### config.mk
export PLATFORM = sky130hd
export DESIGN_NAME = fetch_pc_unit
export DESIGN_NICKNAME = d
export VERILOG_FILES = /design/src/rtl/fetch_pkg.sv /design/src/rtl/fetch_fifo.sv /design/src/rtl/fetch_pc_unit.sv
export SDC_FILE = /design/constraint.sdc
export NUM_CORES = 1
export LEC_CHECK = 0
export ABC_AREA = 1
export BUFFER_PORTS_ARGS = -buffer_cell sky130_fd_sc_hd__buf_2
export CAP_MARGIN = 20
export CORE_MARGIN = 8
export CORE_UTILIZATION = 42
export DETAILED_ROUTE_END_ITERATION = 8
export HOLD_SLACK_MARGIN = 0.06
export PLACE_DENSITY = 0.72
export SKIP_CTS_REPAIR_TIMING = 1
export SLEW_MARGIN = 20
export SYNTH_ARGS = -nofsm -noshare
export SYNTH_HDL_FRONTEND = slang
export SYNTH_SLANG_ARGS = --single-unit
### constraint.sdc
create_clock -name clock -period 2.3 [get_ports clock]
set_input_delay 0.23 -clock clock [delete_from_list [all_inputs] [get_ports clock]]
set_output_delay 0.23 -clock clock [all_outputs]
set_load 0.01 [all_outputs]
### src/rtl/fetch_pkg.sv
// Shared types and constants for the instruction-fetch front end.
package fetch_pkg;

   localparam int unsigned XLEN        = 32;
   localparam int unsigned INSTR_BYTES = 4;

   typedef enum logic [1:0] {
      ISSUE,
      WAIT_RESP,
      DRAIN
   } fetch_state_t;

   typedef struct packed {
      logic [XLEN-1:0] pc;
      logic [XLEN-1:0] instr;
   } fetch_entry_t;

   function automatic logic [XLEN-1:0] word_align(input logic [XLEN-1:0] addr);
      return {addr[XLEN-1:2], 2'b00};
   endfunction

endpackage

### src/rtl/fetch_fifo.sv
// Small decode-side instruction buffer with synchronous flush.
module fetch_fifo
   import fetch_pkg::*;
#(
   parameter int unsigned DEPTH = 2,
   localparam int unsigned AW   = $clog2(DEPTH),
   localparam int unsigned CW   = AW + 1
) (
   input  logic          clock,
   input  logic          reset_n,
   input  logic          push,
   input  fetch_entry_t  push_entry,
   input  logic          pop,
   input  logic          flush,
   output logic [CW-1:0] count,
   output fetch_entry_t  head
);

   fetch_entry_t  mem [DEPTH];
   logic [AW-1:0] rd_ptr;
   logic [AW-1:0] wr_ptr;
   logic          do_push;
   logic          do_pop;

   assign do_pop  = pop && (count != '0);
   assign do_push = push && ((count < CW'(DEPTH)) || do_pop);
   assign head    = mem[rd_ptr];

   always_ff @(posedge clock or negedge reset_n) begin
      if (!reset_n) begin
         rd_ptr <= '0;
         wr_ptr <= '0;
         count  <= '0;
         for (int i = 0; i < int'(DEPTH); i++) begin
            mem[i] <= '0;
         end
      end else if (flush) begin
         rd_ptr <= '0;
         wr_ptr <= '0;
         count  <= '0;
      end else begin
         if (do_push) begin
            mem[wr_ptr] <= push_entry;
            wr_ptr      <= wr_ptr + AW'(1);
         end
         if (do_pop) begin
            rd_ptr <= rd_ptr + AW'(1);
         end
         count <= count + CW'(do_push) - CW'(do_pop);
      end
   end

endmodule

### src/rtl/fetch_pc_unit.sv
// Fetch front end: owns the PC, issues one cache request at a time and
// buffers returned instructions toward decode.
module fetch_pc_unit
   import fetch_pkg::*;
#(
   parameter logic [31:0] RESET_PC   = 32'h0000_1000,
   parameter logic [31:0] EXC_VECTOR = 32'h0000_2000,
   parameter int unsigned FIFO_DEPTH = 2
) (
   input  logic        clock,
   input  logic        reset_n,
   output logic [31:0] itlb_vaddr,
   input  logic [31:0] itlb_paddr,
   input  logic        itlb_stall,
   output logic        icache_req_valid,
   output logic [31:0] icache_req_addr,
   input  logic        icache_req_ready,
   input  logic        icache_resp_valid,
   input  logic [31:0] icache_resp_data,
   input  logic        redirect_valid,
   input  logic [31:0] redirect_pc,
   input  logic        exc_valid,
   output logic        dec_valid,
   output logic [31:0] dec_pc,
   output logic [31:0] dec_instr,
   input  logic        dec_ready
);

   localparam int unsigned CW = $clog2(FIFO_DEPTH) + 1;

   fetch_state_t  state;
   logic [31:0]   pc;
   logic [31:0]   req_pc;
   logic [31:0]   flush_pc;
   logic [CW-1:0] fifo_count;
   fetch_entry_t  fifo_head;
   fetch_entry_t  resp_entry;
   logic          flush;
   logic          handshake;
   logic          push;
   logic          pop;

   assign flush    = exc_valid || redirect_valid;
   assign flush_pc = exc_valid ? EXC_VECTOR : word_align(redirect_pc);

   // Credit rule: issue only with no request outstanding and a free FIFO slot.
   assign icache_req_valid = reset_n && (state == ISSUE) && !itlb_stall &&
                             (fifo_count < CW'(FIFO_DEPTH)) && !flush;
   assign icache_req_addr  = reset_n ? word_align(itlb_paddr) : '0;
   assign itlb_vaddr       = pc;

   assign handshake  = icache_req_valid && icache_req_ready;
   assign push       = (state == WAIT_RESP) && icache_resp_valid && !flush;
   assign pop        = dec_valid && dec_ready;
   assign resp_entry = '{pc: req_pc, instr: icache_resp_data};

   assign dec_valid = (fifo_count != '0);
   assign dec_pc    = fifo_head.pc;
   assign dec_instr = fifo_head.instr;

   // PC, request tag and outstanding-request state.
   always_ff @(posedge clock or negedge reset_n) begin
      if (!reset_n) begin
         state  <= ISSUE;
         pc     <= RESET_PC;
         req_pc <= '0;
      end else begin
         if (flush) begin
            pc <= flush_pc;
         end else if (handshake) begin
            pc <= pc + 32'(INSTR_BYTES);
         end
         if (handshake) begin
            req_pc <= pc;
         end
         case (state)
            ISSUE: begin
               if (handshake) state <= WAIT_RESP;
            end
            WAIT_RESP: begin
               // A flush without the response leaves it in flight to be discarded.
               if (icache_resp_valid) state <= ISSUE;
               else if (flush)        state <= DRAIN;
            end
            DRAIN: begin
               if (icache_resp_valid) state <= ISSUE;
            end
            default: state <= ISSUE;
         endcase
      end
   end

   fetch_fifo #(
      .DEPTH (FIFO_DEPTH)
   ) u_fifo (
      .clock      (clock),
      .reset_n    (reset_n),
      .push       (push),
      .push_entry (resp_entry),
      .pop        (pop),
      .flush      (flush),
      .count      (fifo_count),
      .head       (fifo_head)
   );

endmodule
Yosys cells after proc, flatten, opt, wreduce, memory -nomap -nowiden
Index checks and enable logic that the tools add are counted.
{"block": "totals", "output_inout_bits": 130, "ff_bits": 198, "word_cells": 69}
{"block": "op_classes", "n_eq_ne": 5, "reduce_logical": 22, "n_lt_le_gt_ge": 4, "muxes": 20, "addsub": 5, "bitwise": 3}
{"operator": "2-to-1 mux 64 bit", "n": 4}
{"operator": "bitwise mux 128 bit", "n": 1}
{"operator": "2-to-1 mux 32 bit", "n": 4}
{"operator": "demux 64 bit (select 1 bit)", "n": 1}
{"operator": "adder 32 x 3 -> 32 bit, second input constant", "n": 1}
{"operator": "logical AND 1 bit", "n": 11}
{"operator": "2-to-1 mux 2 bit", "n": 5}
{"operator": "nonzero test 2 bit", "n": 4}
{"operator": "case mux 2 bit (3 select lines)", "n": 1}
{"operator": "greater-or-equal comparator 2 bit, second input constant", "n": 2}
{"operator": "2-to-1 mux 1 bit", "n": 4}
{"operator": "!= test 2 bit, second input constant", "n": 2}
{"operator": "inverter 1 -> 2 bit", "n": 2}
{"operator": "!= test 3 bit, second input constant", "n": 1}
{"operator": "AND reduction 3 bit", "n": 1}
{"operator": "adder 1 bit, second input constant", "n": 2}
{"operator": "adder 2 x 1 -> 2 bit", "n": 1}
{"operator": "== test 2 x 1 -> 1 bit, second input constant", "n": 1}
{"operator": "== test 2 bit, second input constant", "n": 1}
{"operator": "zero test 1 bit", "n": 2}
{"operator": "zero test 2 bit", "n": 1}
{"operator": "logical OR 1 bit", "n": 2}
{"operator": "less-than comparator 2 x 1 -> 1 bit, second input constant", "n": 1}
{"operator": "less-than comparator 2 bit, second input constant", "n": 1}
{"operator": "3 further kinds", "n": 3}

Logic depth before layout (Yosys ltp)
Gate-level depths: netlist of the first run.
{"block": "depth", "word_depth": 8, "mapped_depth": 9, "mapped_depth_nobuf": 9}

Hierarchy
Synthesis of the first run repeated with hierarchy kept, for this count alone.
{"block": "unflattened", "cells_unflattened": 1374, "area_unflattened_um2": 10129.7}
{"module": "fetch_fifo", "cells_per_inst": 810, "n_inst": 1, "area_each_um2": 6364.9}
{"module": "fetch_pc_unit", "cells_per_inst": 564, "n_inst": 1, "area_each_um2": 3764.9}

Worst setup path before layout of the first run
No wires, ideal clock.
{"block": "synth_timing", "kind": "register -> register", "from": "register pc[3] (netlist: itlb_vaddr[3])", "to": "register pc[18] (netlist: itlb_vaddr[18])", "setup_ps": 65, "path_slack_ps": 619, "arrival_ps": 1617, "n_path_buf": 0, "required_ps": 2235, "stages_incl_launch_ff": 10, "cell_sequence": "dfrtp_1 ha_1 nand2_1 nor2_1 nand2_1 nor2_1 nand2_1 o21ai_0 nand2_1 nand2_1"}
{"block": "synth_between", "elab_chain_len": 3}
{"element": "start: declaration", "line": "fetch_pc_unit.sv:32", "rtl": "logic [31:0] pc;"}
{"element": "start signal: assignment", "line": "fetch_pc_unit.sv:69", "rtl": "pc <= flush_pc;"}
{"element": "start signal: assignment", "line": "fetch_pc_unit.sv:71", "rtl": "pc <= pc + 32'(INSTR_BYTES);"}
{"element": "adder 32 x 3 -> 32 bit", "line": "fetch_pc_unit.sv:71"}
{"element": "2-to-1 mux 32 bit", "line": "fetch_pc_unit.sv:70", "rtl": "end else if (handshake) begin"}
{"element": "2-to-1 mux 32 bit", "line": "fetch_pc_unit.sv:68", "rtl": "if (flush) begin"}
Every way passes these cells. The select of a mux whose other input is x is not followed.
A chain may end at the register's enable or synchronous reset.

Worst setup path after layout of the first run
{"block": "layout_timing", "from": "input reset_n", "to": "output icache_req_addr[16]"}
{"block": "layout_between", "elab_chain_len": 1}
{"element": "start: declaration", "line": "fetch_pc_unit.sv:11", "rtl": "input logic reset_n,"}
{"element": "2-to-1 mux 32 bit", "line": "fetch_pc_unit.sv:49", "rtl": "assign icache_req_addr = reset_n ? word_align(itlb_paddr) : '0;"}
{"element": "end: declaration", "line": "fetch_pc_unit.sv:16", "rtl": "output logic [31:0] icache_req_addr,"}
Every way passes these cells.

==> metrics.txt, run 1 <==
DRT iter0 DRCs=between 600 and 700; mapped cell area=9304 um^2; post-synthesis simple-gate area fraction=26.69%; Least-Margin Pin Slew=825.7 ps; main combinational cell family by area after synthesis=simple AND/OR/NAND/NOR gates; Post-Synth XOR/XNOR Area=0.3765%; slowest CP cell=dlygate4sd3_1; initial antenna violation count=0; H-tree depth=4; via count=about 8300; crit path max fanout=160; Layout Utilization=52.23%; final hold viol count=0; number of nets with antenna violations after routing=0; Crit. End Element=primary output; Die Area=27170 um^2; reg-to-reg critical path startpoint=u_fifo.count[1]; complex-gate fraction of the synthesized area=11.14%; post-synthesis register bit count=190; final WL=24.22 mm; Peak VDD IR=~0.45 mV; Non-Filler Instances=around 1800; flop2flop setup slack=300 ps; power per cell area=673.7 nW/um^2; top_reg_cell synth=dfrtp_1; fin nets=1577; worst-skew pair later-pin latency=approximately 430 ps; WL/cell=between 10 and 15 um; unrepaired setup endpoints after global routing=no; CTS buffer count=17; Placed Cells=1714; hold path cells=3; EDFF count, synth=0; reg2reg end=u_fifo.mem[73]; largest net degree at the start of global routing=161; Core ar.=21760 um^2; IO buf count=between 200 and 250; max_cap viols=0; Root Driver=clkbuf_16; clk slew on worst S/H paths=70 ps; CP cell instances=dlygate4sd3_1, clkbuf_8, buf_12, nand2_1, inv_1, buf_2; Hold Crit Start=redirect_pc[9]; critical path's largest stage delay=540 ps; first-pass GRT wire length=38.75 mm; Tot Pwr=approximately 7.7 mW; final setup fails=0; Slew headroom=44.96%; TritonCTS clock tree=built; Max clock buf depth=2; GRT Util Overall=17.53%; area grow syn2layout=22.12%; fmax=470.5 MHz; Setup CP Type=in2out; worst hold slack=56.06 ps; Setup TNS Final=0 ps; worst path arrival time=around 1900 ps; Setup Skew=roughly 11 ps; fillers=2124; # DRC=0; adder-cell area share of the yosys netlist=0.4034%; Pre-antenna DRT Iters=5; Worst Hold Class=in2reg; row cnt=54; grt total ovfl=0; cell family with most CP delay=buffers and inverters; yosys warns=0; crit path buf inv count=5; Cells after Synth=1253; fin. max-slew vios=0; Req. time, crit path=just over 2000 ps; ANT cells=0; Synth Area per Inst=7.425 um^2; crit path launch type=primary input; status=finished, final reports clean; # clock sinks=190; Leakage=6.270 nW; Worst R2R Path Depth=8; Cell variety after synth=31; vias in the first global route=just under 8000; Final GP Congestion=0.8815; Final min period=2125 ps; share of cells above drive strength 1=19.22%; sequential fraction of the synthesis area=51.12%; WHS Endpoint=itlb_vaddr[9]; Reg area=4757 um^2; io pins=234; Tcrit/Tclk final=92.41%; asr flop ratio synth=100.0%; DP HPWL=around 17 mm; area of the multi-input gates=3615 um^2; post-synthesis mux area share=0%; DR vias/cell=4.715; Die Height=~160 um; die width=between 150 and 200 um; Initial Util=42.77%
synth_stat cells (all sizes together) (3+ instances only):
library cell | count | share of area (%)
ha | 3 | 0.40
dfrtp | 189 | 51
nor2 | 98 | 4.0
nand3 | 39 | 2.1
nand2 | 494 | 20
a31oi | 7 | 0.47
o21ai | 170 | 9.3
clkbuf | 34 | 1.4
inv | 154 | 6.2
buf | 29 | 2.6
a21oi | 19 | 1.0
xor2 | 3 | 0.28
worst max path at each step:
stage | startpoint | end | cells past startpoint
finish | reset_n | icache_req_addr[16] | 6
global route | reset_n | icache_req_addr[21] | 6
CTS | u_fifo.rd_ptr | dec_pc[13] | 4
detailed placement | u_fifo.count[1] | u_fifo.mem[68] | 8
global placement | u_fifo.count[1] | u_fifo.mem[68] | 8
floorplan | itlb_vaddr[3] | itlb_vaddr[18] | 9
state kept, by name, indices dropped and copies added (netlist names):
| signal | count |
|---|---|
| u_fifo.wr_ptr | 1 |
| state | 2 |
| u_fifo.count | 2 |
| u_fifo.mem | 124 |
| itlb_vaddr | 30 |
| u_fifo.rd_ptr | 1 |
| req_pc | 30 |
layer usage:
layer	up-vias	track usage [%]	wire length, um
met2	253	28.20	11530
li1	4278	-	-
met3	12	3.838	1648
met4	0	3.604	152
met1	3770	23.93	10890
met5	-	0	0
per-stage QoR:
step | setup slack [ps] | cell area, um^2
floorplan | 618.6 | 9323
global placement | 424.2 | 10620
detailed placement | 335.1 | 10620
CTS | 217.3 | 11190
global route | 13.15 | 11360
finish | 174.6 | 11360
where the power goes:
part / leakage [nW] / total, mW / switching, mW / internal (mW)
sequential: 2.57 / 3.75 / 0.177 / 3.58
clock: 0.276 / 2.90 / 1.37 / 1.53
combinational: 3.42 / 1.00 / 0.610 / 0.390
tightest hold or removal path, cell delays in order:
cell	delay [ps]
buf_2	90
nand2_1	50
a31oi_1	70
placed cells by master (no fill, tap or decap), types with 2 or more instances in the layout:
| cell type | n |
|---|---|
| buf_4 | 11 |
| xor2_1 | 3 |
| nand3b_1 | 2 |
| conb_1 | 6 |
| nor3_1 | 2 |
| nand2_2 | 2 |
| nand2_4 | 2 |
| a21oi_1 | 19 |
| a31oi_1 | 7 |
| buf_12 | 5 |
| dlygate4sd3_1 | 17 |
| clkinv_1 | 2 |
| ha_1 | 3 |
| dfrtp_1 | 188 |
| o21ai_0 | 62 |
| nand2_1 | 490 |
| inv_6 | 6 |
| nand3_1 | 39 |
| inv_1 | 153 |
| clkinvlp_4 | 3 |
| buf_2 | 222 |
| clkbuf_16 | 17 |
| o21ai_2 | 5 |
| o21ai_1 | 103 |
| clkinv_2 | 2 |
| nand4_1 | 2 |
| nor2_1 | 97 |
kinds of logic after synthesis:
kind of cell	after synthesis
AOI/OAI and AO/OA	198
and+or+nand+nor	638
DFF	190
other	1
adders and majority gates	3
buffers and inverters	219
xor gates and xnor gates	4
layout make-up:
class                      count  area share [%]
clock buffer                  17           3.744
clock inverter                15           1.332
inverter                     156           5.154
multi-input combinational    849           31.81
sequential                   190           41.87
tap                          280           3.083
timing repair buffer         256           13.01
Note: power is estimated with default switching activity, not from simulation.
==> run 2: changes to the inputs <==
--- a/config.mk
+++ b/config.mk
@@ -17,4 +17,5 @@
 export SLEW_MARGIN = 20
 export SYNTH_ARGS = -nofsm -noshare
 export SYNTH_HDL_FRONTEND = slang
+export SYNTH_HIERARCHICAL = 1
 export SYNTH_SLANG_ARGS = --single-unit
==> run 2 against run 1 <==
  * Sequential share of layout area is 1.7 points lower
  * Critical path depth is 1 lower
  * Combinational power is 26% lower
  * Global-route usage is 2.5 points higher
  * Maximum frequency is 4.2% higher
  * Critical path type is now reg2out
  * Power is 1.5% higher
  * Final cell count is 7.6% higher
  * Critical endpoint is now dec_instr[1]
  * Core utilization is 1.9 points lower
  * Synthesized area is 8.9% higher
  * Setup slack better by 85 ps
  * Non-clock buffer count is 1 lower
==> metrics.txt, run 2 <==
number of flip-flops in the largest register=128 (+3.2%); clk slew on worst S/H paths=70 ps (about the same); CTS buffer count=17 (unchanged); via count=9581 (+15%); status=finished, final reports clean; Req. time, crit path=2070 ps (about the same); cell family with most CP delay=buffers and inverters; row cnt=57 (+5.6%); grt total ovfl=0 (unchanged); flop2flop setup slack=290 ps (about the same); Peak VDD IR=0.4161 mV (-8.1%); area leader, netlist=dfrtp_1; largest net degree at the start of global routing=90 (-44%); fin. max-slew vios=0 (unchanged); max_cap viols=0 (unchanged); final hold viol count=0 (unchanged); final setup fails=0 (unchanged); final WL=29.48 mm (+22%); sequential fraction of the synthesis area=47.94% (-3.2 points); DR vias/cell=5.051 (+7.1%); most frequent CP cell=nand2_1; unrepaired setup endpoints after global routing=no; Core ar.=24030 um^2 (+10%); Layout Utilization=50.34% (-1.9 points); post-synthesis register bit count=194 (+2.1%); share of the synthesized area in the top cell type=47.68% (-3.2 points); io pins=234 (unchanged); Setup TNS Final=0 ps (unchanged); first-pass GRT wire length=47.29 mm (+22%); Die Area=29340 um^2 (+8.0%); Slew headroom=44.77% (-0.19 points); most frequent cells in the layout=nand2_1 (660), buf_2 (224), dfrtp_1 (192); mapped cell area=10130 um^2 (+8.9%); Final GP Congestion=0.8675 (-1.6%); crit path max fanout=39 (-76%); # DRC=0 (unchanged); crit path buf inv count=3 (-2); DP HPWL=19.72 mm (+16%); slowest CP cell=dfrtp_2; Max clock buf depth=2 (unchanged); final worst setup slack=259.3 ps (+84.74 ps); Root Driver=clkbuf_16; ANT cells=0 (unchanged); placed inst area=11400 um^2 (+7.4%); area grow syn2layout=19.43%; Synth area leaders=dfrtp_1 (48%), nand2_1 (24%), nand4_1 (8.0%); Least-Margin Pin Slew=828.4 ps (+2.787 ps); worst path arrival time=1810 ps (-90 ps); share of cells above drive strength 1=18.88% (-0.34 points); top_reg_cell synth=dfrtp_1; Synth Area per Inst=7.372 um^2 (-0.71%); critical path's largest stage delay=500 ps (-40 ps); Crit. End Element=primary output; Setup Skew=8.080 ps (-2.666 ps); Tcrit/Tclk final=88.73% (-3.7 points); initial antenna violation count=0 (unchanged); Pre-antenna DRT Iters=5 (unchanged); worst slack, placed=273.4 ps (-61.77 ps); WL/cell=15.54 um (+13%); EDFF count, synth=0 (unchanged); Tot Pwr=7.772 mW (+1.5%); Biggest register=u_fifo/mem; count leader, synth=nand2_1; die width=171.3 um (+3.9%); Die Height=171.3 um (+3.9%); asr flop ratio synth=100.0% (unchanged); H-tree depth=4 (unchanged); Leakage=6.923 nW (+10%); Final min period=2041 ps (-84.74 ps); Final Cell Area=12100 um^2 (+6.5%); Cells after Synth=1374 (+9.7%); number of nets with antenna violations after routing=0 (unchanged); yosys warns=6 (+6); DRT iter0 DRCs=749 (+14%); worst-skew pair later-pin latency=430 ps (about the same); TritonCTS clock tree=built; fin nets=1667 (+5.7%); GRT Util Overall=20.02% (+2.5 points); fmax=490.0 MHz (+4.2%); CP cell instances=inv_2, buf_4, nand2_1, nand2_1, buf_2; vias in the first global route=9299 (+21%); IO buf count=225 (+0.90%); power per cell area=642.4 nW/um^2 (-4.6%); Worst Hold Class=in2reg; # clock sinks=194 (+2.1%); commonest non-fill, non-tap cell in the layout=nand2_1; Initial Util=42.15% (-0.62 points); crit path launch type=register; commonest cells in the netlist=nand2_1 (660), dfrtp_1 (193), nand4_1 (129); Setup CP Type=reg2out; Cell variety after synth=38 (+23%)
[run 2: cell count changes after synthesis, sizes merged, moves of 22 or more]
cell,delta
nand2,+168
o21ai,-135
nand4,+127
inv,-72
buf,+46
nor2,-22
[run 2: worst register-to-register path: cells and delay by family, from the launching register on]
kind,cells,cell delay [ps]
and+or+nand+nor,5,790
buffers and inverters,4,770
DFF,1,350
[run 2: final timing paths]
path,endpoint,depth (start not counted),startpoint
worst max-delay path,dec_instr[1],5,u_fifo/rd_ptr
worst min-delay path,itlb_vaddr[10],3,redirect_pc[10]
worst max register to register,u_fifo/mem[45],9,state[0]
worst min register to register,state[1],1,state[0]
max in group asynchronous,itlb_vaddr[21],4,reset_n
min in group asynchronous,u_fifo/mem[26],3,reset_n
[run 2: power by group]
group	total [mW]	switching [mW]	internal (mW)
clock network	3.26	1.40	1.86
registers	3.77	0.181	3.59
logic	0.744	0.460	0.284
[run 2: logic make-up (layout without fill, tap and decap cells)]
logic type                 count (synthesis)  in the layout  share of synthesized area (%)
and+or+nand+nor                          919            919                          38.39
DFF                                      194            194                          47.94
buffers and inverters                    177            369                          8.671
xor gates and xnor gates                   1              1                        0.08648
other                                      1              8                        0.03702
AOI/OAI and AO/OA                         79             79                          4.509
adders and majority gates                  3              3                         0.3706
[run 2: metrics by stage]
| stage | hold WS (ps) | cells |
|---|---|---|
| 2_1_floorplan | -65.59 | 1381 |
| 5_1_grt | 60.30 | 1897 |
| 6_report | 61.12 | 1897 |
| 3_5_place_dp | 328.5 | 1859 |
| 4_1_cts | -136.3 | 1891 |
| 3_3_place_gp | 331.2 | 1859 |
[run 2: cell type report]
| cell class | count | area (um^2) |
|---|---|---|
| timing repair buffer | 255 | 1438 |
| tap | 324 | 405.4 |
| clock inverter | 15 | 215.2 |
| multi-input combinational | 1010 | 4449 |
| inverter | 82 | 307.8 |
| clock buffer | 17 | 425.4 |
| fill | 2405 | 11940 |
| sequential | 194 | 4857 |
[run 2: per-layer routing]
metal	wire length (um)	share of wire [%]	track usage, %	up-vias
li1	-	-	-	4763
met1	13060	44	26.46	4471
met2	13770	47	32.45	325
met3	2310	7.8	5.348	22
met4	342	1.2	4.499	0
met5	0	0	0	-
